<file path="config.mk">
export PLATFORM = sky130hd
export DESIGN_NAME = fifo_wr_gen_flat
export DESIGN_NICKNAME = d
export VERILOG_FILES = /design/src/rtl/fifo_wr_gen_if.sv /design/src/rtl/fifo_wr_gen.sv /design/src/flat_wrapper.sv
export SDC_FILE = /design/constraint.sdc
export NUM_CORES = 1
export LEC_CHECK = 0
export ABC_AREA = 1
export ABC_CLOCK_PERIOD_IN_PS = 1700
export CAP_MARGIN = 20
export CORE_MARGIN = 1
export CORE_UTILIZATION = 47
export CTS_CLUSTER_DIAMETER = 120
export DETAILED_ROUTE_END_ITERATION = 8
export GPL_ROUTABILITY_DRIVEN = 0
export GPL_TIMING_DRIVEN = 0
export PLACE_DENSITY = 0.81
export RECOVER_POWER = 50
export SYNTH_ARGS = -nofsm -noshare
export SYNTH_HDL_FRONTEND = slang
export SYNTH_SLANG_ARGS = --single-unit
</file>
<file path="constraint.sdc">
create_clock -name i_wclk -period 1.7 [get_ports i_wclk]
set_input_delay 0.17 -clock i_wclk [delete_from_list [all_inputs] [get_ports i_wclk]]
set_output_delay 0.17 -clock i_wclk [all_outputs]
set_load 0.03 [all_outputs]
</file>
<file path="src/rtl/fifo_wr_gen_if.sv">
// ---------------------------------------------------------------------------
// fifo_wr_gen_if : FIFO write-port bundle (enable, data, full flag).  Rev 1.0
// ---------------------------------------------------------------------------
`default_nettype none

interface fifo_wr_gen_if #(
  parameter int DATASIZE = 8
) ();
  logic                w_en;
  logic [DATASIZE-1:0] wdata;
  logic                wfull_flag;

  // master = traffic generator, slave = FIFO write side
  modport master (output w_en, output wdata, input  wfull_flag);
  modport slave  (input  w_en, input  wdata, output wfull_flag);
endinterface

`default_nettype wire

</file>
<file path="src/rtl/fifo_wr_gen.sv">
// ---------------------------------------------------------------------------
// fifo_wr_gen : write-side burst traffic generator for the async FIFO (wclk).
// Define FIFO_WR_GEN_LFSR_EN for an 8-bit LFSR data pattern.          Rev 1.0
// ---------------------------------------------------------------------------
`default_nettype none

module fifo_wr_gen #(
  parameter int DATASIZE = 8,
  parameter int BURST_W  = 8,
  parameter int GAP_W    = 4
) (
  input  wire logic               i_wclk,
  input  wire logic               i_wrst_n,
  input  wire logic               i_start,
  input  wire logic [BURST_W-1:0] i_burst_len,
  input  wire logic [GAP_W-1:0]   i_gap,
  input  wire logic [DATASIZE-1:0] i_seed,
  fifo_wr_gen_if.master           wr_if,
  output logic                    o_busy,
  output logic                    o_done,
  output logic [BURST_W-1:0]      o_wr_cnt,
  output logic [15:0]             o_stall_cnt
);

  typedef enum logic [1:0] {
    IDLE  = 2'd0,
    WRITE = 2'd1,
    GAP   = 2'd2,
    DONE  = 2'd3
  } state_e;

  state_e              state_q, state_d;
  logic [BURST_W-1:0]  len_q, len_d;
  logic [BURST_W-1:0]  wr_cnt_q, wr_cnt_d;
  logic [BURST_W-1:0]  wr_cnt_inc;
  logic [GAP_W-1:0]    gap_q, gap_d;
  logic [GAP_W-1:0]    gap_cnt_q, gap_cnt_d;
  logic [DATASIZE-1:0] wdata_q, wdata_d;
  logic [DATASIZE-1:0] next_data;
  logic [DATASIZE-1:0] seed_eff;
  logic [15:0]         stall_q, stall_d;
  logic                beat;

`ifdef FIFO_WR_GEN_LFSR_EN
  generate
    if (DATASIZE != 8) begin : g_lfsr_width_chk
      $error("fifo_wr_gen: LFSR pattern requires DATASIZE == 8");
    end
  endgenerate

  // An all-zero LFSR state would lock up, so a zero seed is promoted to 1
  assign next_data = {wdata_q[DATASIZE-2:0], wdata_q[7] ^ wdata_q[5] ^ wdata_q[4] ^ wdata_q[3]};
  assign seed_eff  = (i_seed == '0) ? DATASIZE'(1) : i_seed;
`else
  assign next_data = wdata_q + DATASIZE'(1);
  assign seed_eff  = i_seed;
`endif

  // Zero-latency backpressure: never write in a cycle where the FIFO is full
  assign beat       = (state_q == WRITE) & ~wr_if.wfull_flag;
  assign wr_cnt_inc = wr_cnt_q + BURST_W'(1);

  always_ff @(posedge i_wclk or negedge i_wrst_n) begin
    if (!i_wrst_n) begin
      state_q   <= IDLE;
      len_q     <= '0;
      gap_q     <= '0;
      gap_cnt_q <= '0;
      wr_cnt_q  <= '0;
      wdata_q   <= '0;
      stall_q   <= '0;
    end else begin
      state_q   <= state_d;
      len_q     <= len_d;
      gap_q     <= gap_d;
      gap_cnt_q <= gap_cnt_d;
      wr_cnt_q  <= wr_cnt_d;
      wdata_q   <= wdata_d;
      stall_q   <= stall_d;
    end
  end

  always_comb begin
    state_d   = state_q;
    len_d     = len_q;
    gap_d     = gap_q;
    gap_cnt_d = gap_cnt_q;
    wr_cnt_d  = wr_cnt_q;
    wdata_d   = wdata_q;
    stall_d   = stall_q;

    case (state_q)
      IDLE: begin
        if (i_start) begin
          len_d    = i_burst_len;
          gap_d    = i_gap;
          wdata_d  = seed_eff;
          wr_cnt_d = '0;
          stall_d  = '0;
          state_d  = (i_burst_len == '0) ? DONE : WRITE;
        end
      end
      WRITE: begin
        if (wr_if.wfull_flag) begin
          if (stall_q != 16'hFFFF) begin
            stall_d = stall_q + 16'd1;
          end
        end else begin
          wdata_d  = next_data;
          wr_cnt_d = wr_cnt_inc;
          if (wr_cnt_inc == len_q) begin
            state_d = DONE;
          end else if (gap_q != '0) begin
            gap_cnt_d = gap_q;
            state_d   = GAP;
          end
        end
      end
      GAP: begin
        gap_cnt_d = gap_cnt_q - GAP_W'(1);
        if (gap_cnt_q == GAP_W'(1)) begin
          state_d = WRITE;
        end
      end
      DONE: begin
        state_d = IDLE;
      end
      default: begin
        state_d = IDLE;
      end
    endcase
  end

  assign wr_if.w_en  = beat;
  assign wr_if.wdata = wdata_q;
  assign o_busy      = (state_q == WRITE) | (state_q == GAP);
  assign o_done      = (state_q == DONE);
  assign o_wr_cnt    = wr_cnt_q;
  assign o_stall_cnt = stall_q;

endmodule

`default_nettype wire

</file>
<file path="src/flat_wrapper.sv">
// flat-port wrapper written by rule: the top's interface ports become plain ports
module fifo_wr_gen_flat 
#(
  parameter int DATASIZE = 8,
  parameter int BURST_W  = 8,
  parameter int GAP_W    = 4
)
  (i_wclk, i_wrst_n, i_start, i_burst_len, i_gap, i_seed, o_busy, o_done, o_wr_cnt, o_stall_cnt, wr_if_w_en, wr_if_wdata, wr_if_wfull_flag);
  fifo_wr_gen_if #(.DATASIZE(DATASIZE)) wr_if_i ();
  input  wire logic i_wclk;
  input  wire logic i_wrst_n;
  input  wire logic i_start;
  input  wire logic [BURST_W-1:0] i_burst_len;
  input  wire logic [GAP_W-1:0] i_gap;
  input  wire logic [DATASIZE-1:0] i_seed;
  output logic o_busy;
  output logic o_done;
  output logic [BURST_W-1:0] o_wr_cnt;
  output logic [15:0] o_stall_cnt;
  output wire logic [$bits(wr_if_i.w_en)-1:0] wr_if_w_en;
  output wire logic [$bits(wr_if_i.wdata)-1:0] wr_if_wdata;
  input wire logic [$bits(wr_if_i.wfull_flag)-1:0] wr_if_wfull_flag;
  assign wr_if_w_en = wr_if_i.w_en;
  assign wr_if_wdata = wr_if_i.wdata;
  assign wr_if_i.wfull_flag = wr_if_wfull_flag;
  fifo_wr_gen #(.DATASIZE(DATASIZE), .BURST_W(BURST_W), .GAP_W(GAP_W)) u_core (.i_wclk(i_wclk), .i_wrst_n(i_wrst_n), .i_start(i_start), .i_burst_len(i_burst_len), .i_gap(i_gap), .i_seed(i_seed), .wr_if(wr_if_i), .o_busy(o_busy), .o_done(o_done), .o_wr_cnt(o_wr_cnt), .o_stall_cnt(o_stall_cnt));
endmodule
</file>
Word-level counts from Yosys, hierarchy flattened
Index checks and enable logic that the tools add are counted.

word-level totals
  output and inout bits = 35
  input bits = 24
  flip-flop bits (word level) = 50

operators by class
  reduce and logical (&&, ||, !) cells = 10
  equal/unequal tests = 14
  bitwise operators = 3
  add/sub/neg operators = 4
  mux-type cells = 21

operators with widths
  kind                                               count
  2-to-1 mux 16 bit                                  3
  2-to-1 mux 8 bit                                   4
  one-hot mux 16 bit (2 select lines)                1
  one-hot mux 8 bit (2 select lines)                 2
  adder 16 x 1 -> 16 bit (second input constant)     1
  adder 8 x 1 -> 8 bit (second input constant)       2
  != test 16 bit (second input constant)             1
  2-to-1 mux 2 bit                                   6
  2-to-1 mux 4 bit                                   3
  != test 2 bit (second input constant)              6
  AND reduction 4 bit                                3
  == test 8 bit                                      1
  logical NOT 8 bit                                  1
  one-hot mux 2 bit (4 select lines)                 1
  one-hot mux 4 bit (2 select lines)                 1
  == test 2 bit (second input constant)              2
  == test 4 x 1 -> 1 bit (second input constant)     1
  nonzero test 2 bit                                 2
  nonzero test 4 bit                                 1
  subtractor 4 x 1 -> 4 bit (second input constant)  1
  != test 3 bit (second input constant)              1
  AND reduction 3 bit                                1
  == test 2 x 1 -> 1 bit (second input constant)     1
  logical NOT 2 bit                                  1
  5 further kinds                                    5

Longest topological paths before layout
  depth after elaboration = 5
  depth in mapped cells = 14
  gate-level depth less buffers = 14

Least setup slack after synthesis
No wires, ideal clock.

  path type = register to register
  start point = reg u_core.state_q[1]
  end point = reg u_core.stall_q[7] (netlist: u_core.o_stall_cnt[7])
  buffers on the path = 1
  slack = -0.145 ns
  stages on the path, launching flop included = 11
  required time = 1.582 ns
  period minus slack after synthesis = 1.845 ns
  arrival = 1.727 ns
  library setup time = 0.118 ns
  path through = dfrtp_1 -> inv_1 -> ha_1 -> inv_2 -> nor2_1 -> a21oi_1 -> nand2_2 -> buf_2 -> o21bai_1 -> nand2_1 -> nor2_1

between the ends
  cells in the longest elaborated chain, start to end = 3

ends and longest elaborated chain
  item                                                                  RTL line           source
  start: declaration                                                    fifo_wr_gen.sv:32  state_e state_q, state_d;
  start signal: assignment                                              fifo_wr_gen.sv:73  state_q <= state_d;
  == test 2 x 1 -> 1 bit or logical NOT 2 bit (tied branches)           fifo_wr_gen.sv:92  case (state_q)
  != test 2 bit (no source line) or nonzero test 2 bit (tied branches)  -
  AND reduction 4 bit (no source line)                                  -
  end signal: assignment                                                fifo_wr_gen.sv:79  stall_q <= stall_d;
  end: declaration                                                      fifo_wr_gen.sv:41  logic [15:0] stall_q, stall_d;

Several ways; a longest one is shown, not always the timed one.
A chain may end at the register's enable or synchronous reset.

Worst setup path after layout
  start point = reg u_core.wr_cnt_q[0] (netlist: u_core.o_wr_cnt[0])
  end point = reg u_core.state_q[0]

between the ends
  cells in the longest elaborated chain, start to end = 5

ends and longest elaborated chain
  item                                RTL line            source
  start: declaration                  fifo_wr_gen.sv:34   logic [BURST_W-1:0] wr_cnt_q, wr_cnt_d;
  start signal: assignment            fifo_wr_gen.sv:77   wr_cnt_q <= wr_cnt_d;
  adder 8 x 1 -> 8 bit *              fifo_wr_gen.sv:61   assign wr_cnt_inc = wr_cnt_q + BURST_W'(1);
  == test 8 bit *                     fifo_wr_gen.sv:111  if (wr_cnt_inc == len_q) begin
  2-to-1 mux 2 bit                    fifo_wr_gen.sv:111
  2-to-1 mux 2 bit                    fifo_wr_gen.sv:104  if (wr_if.wfull_flag) begin
  one-hot mux 2 bit (4 select lines)  fifo_wr_gen.sv:92

Mark *: on every way between the ends. The rest lies on a longest branch, timed or not. The select of a mux whose other input is x is not followed.

==> summary.md <==
| Metric | Value |
|---|---|
| Hold Fails Final Rpt | `0` |
| Congestion Overflow GR | `0` |
| Die area | `about 0.0066 mm2` |
| LEAKAGE | `about 1.8 nW` |
| Synthesis-to-finish area growth | `39.8%` |
| Longest Clk Path Bufs | `2` |
| Async set-reset flop share out of synthesis | `100%` |
| Final Cell Area | `approximately 0.0041 mm2` |
| Worst vdd ir | `between 0.9 and 1 mV` |
| Largest net degree at the start of global routing | `35` |
| Total power | `approximately 6.3 mW` |
| DRC Markers | `0` |
| Post-synthesis sequential area ratio | `42.2%` |
| CP Launch Type | `register` |
| CTS buffer count | `5` |
| Required @ worst endpoint | `1.94 ns` |
| DRT Pass-1 Iters | `5` |
| Routed len/inst | `roughly 16 um` |
| Hold crit path type | `in -> reg` |
| Status | `complete, but fails checks` |
| # setup viols final | `10` |
| Via density | `between 5 and 6` |
| Layout cells sized above 1 | `between 20% and 30%` |
| Least-Margin Pin Slew | `roughly 0.9 ns` |
| Die Span Y | `about 81 um` |
| CP bufs+invs | `2` |
| Final #Nets | `between 500 and 600` |
| Synth top area cells | `dfrtp_1, nand2_1, nand3_1` |
| Failing checks | `negative setup slack` |
| Period utilization | `108%` |
| Mapped Avg Cell Area | `just under 8 um2` |
| PortBufs | `58` |
| Yosys reg bits | `50` |
| H-tree Lvls | `2` |
| Initial antenna violation count | `0` |
| Final Max Tran Viols | `0` |
| CTS root buffer | `clkbuf_8` |
| Critical path, cell by cell | `buf_4 -> inv_1 -> nor2_2 -> nand3_1 -> nand3_1 -> nand2_1 -> nor2_2 -> nand3_2 -> nand2_1 -> nand3_1 -> nand2_2` |
| Cell accounting for the most synthesized area | `dfrtp_1` |
| CP max FO | `9` |
| Share of the synthesized area in the top cell type | `between 40 and 50%` |
| Fin Clk Skew | `between 0.008 and 0.009 ns` |
| CP max-delay cell | `dfrtp_2` |
| Setup ws final | `-0.131 ns` |
| First-pass GRT wire length | `13,000 um` |
| Cell area after technology mapping | `between 0.002 and 0.003 mm2` |
| Leading cell type in the layout, fill and taps excluded | `nand2_1` |
| Top delay family on crit path | `simple AND/OR/NAND/NOR gates` |
| Tmin final | `approximately 1.8 ns` |
| Final ANT Viol Nets | `0` |
| Highest clock rate | `approximately 550 MHz` |
| Slew headroom | `about two fifths` |
| Synthesized Nets | `approximately 420` |
| IO Pins | `a little under 60` |
| CTS tree | `done` |
| Max-cap violations | `0` |
| WL final | `a little under 9000 um` |
| Core ar. | `between 0.005 and 0.006 mm2` |
| Most frequent cells in the layout | `nand2_1, clkdlybuf4s50_1, dfrtp_1, inv_1, nand3_1` |
| Core Util, Final | `between 60% and 70%` |
| Top_reg_cell synth | `dfrtp_1` |
| Vias in the first global route | `between 2,000 and 3,000` |
| Synth unique cells | `37` |
| Final antenna diode count | `0` |
| PD cells | `approximately 1500 mW/mm2` |
| CTS sink count | `50` |
| Vias | `about 3,100` |
| Num rows | `28` |
| Slowest stage delay, CP | `about 0.4 ns` |
| Synthesis warning total | `0` |
| Post-Syn Instances | `slightly below 400` |
| FILL cells | `~440` |
| Post-Route Setup TNS | `-0.634 ns` |
| Clock slew at reported path FFs | `approximately 0.09 ns` |
| Drt initial violations | `~310` |
| EDFF count, synth | `0` |
| Kind of critical path | `reg -> reg` |
| Area after DPL | `0.00367 mm2` |
| Initial cell density of the core | `roughly 50%` |
| CP dominant cell by count | `nand3_1` |
| RSZ-0062 raised after global routing | `yes` |
| Die width | `approximately 80 um` |
| DP HPWL | `5630 um` |
| Total GRT Usage | `about a quarter` |
| Skew-Pair Late Insertion Delay | `slightly above 0.3 ns` |
| Worst EP arrival | `~2.1 ns` |
| Crit path capture type | `register` |
[worst min-delay path, cell delays in order]
cell and delay (ns):
clkdlybuf4s50_1 0.40, nor2_1 0.10, a21oi_1 0.04
[logic make-up (layout without fill, tap and decap cells)]
| kind of cell | Yosys count | count (layout) | share of synthesized area [%] |
|---|---|---|---|
| buffers and inverters | 57 | 143 | 7.39 |
| XOR/XNOR | 10 | 10 | 2.96 |
| AO/OA/AOI/OAI | 59 | 59 | 11.4 |
| multiplexers | 7 | 7 | 2.66 |
| flip-flops | 50 | 50 | 42.2 |
| adder cells (fa/ha/maj) | 9 | 9 | 3.80 |
| AND/OR/NAND/NOR | 193 | 193 | 29.5 |
[flip-flops by register name, summed over array words and instances, names as in the netlist]
register,count
u_core.state_q,2
u_core.o_wr_cnt,8
u_core.len_q,8
u_core.o_stall_cnt,16
u_core.gap_cnt_q,4
u_core.gap_q,4
u_core.wr_if.wdata,8
[power by group]
group	leakage (nW)	total (mW)	internal, mW	switching, mW
logic	1.12	3.69	1.51	2.17
clock network	0.0395	0.693	0.294	0.399
registers	0.625	1.95	1.57	0.380
total	1.78	6.33	3.38	2.95
[metal layers]
metal  share of wire, %  global-route usage, %  up-vias  routed length (um)
li1                   -                      -     1449                   -
met1                 40                   32.8     1480                3540
met2                 49                   43.8      166                4350
met3                6.2                   3.11       37                 546
met4                4.4                   10.5        0                 384
met5                  0                      0        -                   0
[path summary, 6_finish.rpt]
path	startpoint	endpoint	slack, ns	depth (start not counted)
worst max-delay path	u_core.o_wr_cnt[0]$_DFFE_PN0P_	u_core.state_q[0]$_DFFE_PN0P_	-0.13	11
worst min-delay path	i_gap[2]	u_core.gap_q[2]$_DFFE_PN0P_	0.43	3
worst max register to register	u_core.o_wr_cnt[0]$_DFFE_PN0P_	u_core.state_q[0]$_DFFE_PN0P_	-0.13	11
worst min register to register	u_core.gap_cnt_q[3]$_DFFE_PN0P_	u_core.gap_cnt_q[3]$_DFFE_PN0P_	0.52	2
max in group asynchronous	i_wrst_n	u_core.o_stall_cnt[11]$_DFFE_PN0P_	0.19	3
min in group asynchronous	i_wrst_n	u_core.gap_q[0]$_DFFE_PN0P_	0.49	2
[cells in the mapped netlist, types with 3 or more instances]
cell type and count:
nor4_1 3, nor2_1 40, nand3b_1 3, o21ai_0 27, o22ai_1 4, inv_2 3, a31oi_1 3, nand4_1 5
nand2_2 6, nand3_1 38, o31ai_1 4, inv_1 45, nand2_1 81, nor3_1 6, buf_2 4, xor2_1 8
a21oi_1 12, ha_1 9, mux2_2 7, dfrtp_1 50, nor2_2 5, clkbuf_1 3
[metrics by stage]
step                      instances  hold slack [ns]  worst slack (ns)
after floorplan                 385           -0.126            0.0137
after global placement          518            0.491             -1.18
after detailed placement        519            0.124            -0.277
after CTS                       536            0.326          -0.00792
after global routing            546            0.438            -0.254
final                           546            0.435            -0.131
[area by class of cell]
cell class                 instances  area (um2)  area share [%]
clock buffer                       8        80.1            1.93
inverter                          48         193            4.65
tap                               75        93.8            2.26
multi-input combinational        278        1750            42.2
timing repair buffer              78         703            17.0
sequential                        50        1260            30.4
buffer                             9        65.1            1.57
[repair_timing]
item                                    in CTS  in global routing
pin swaps                                   12                 14
gates cloned                                 1                  0
hold endpoints to repair                    16                  0
endpoints found under the setup margin      41                 42
resized for setup                           35                 66
hold buffers                                 1                  0
setup buffers                                7                 10
(Power assumes the default switching activity.)
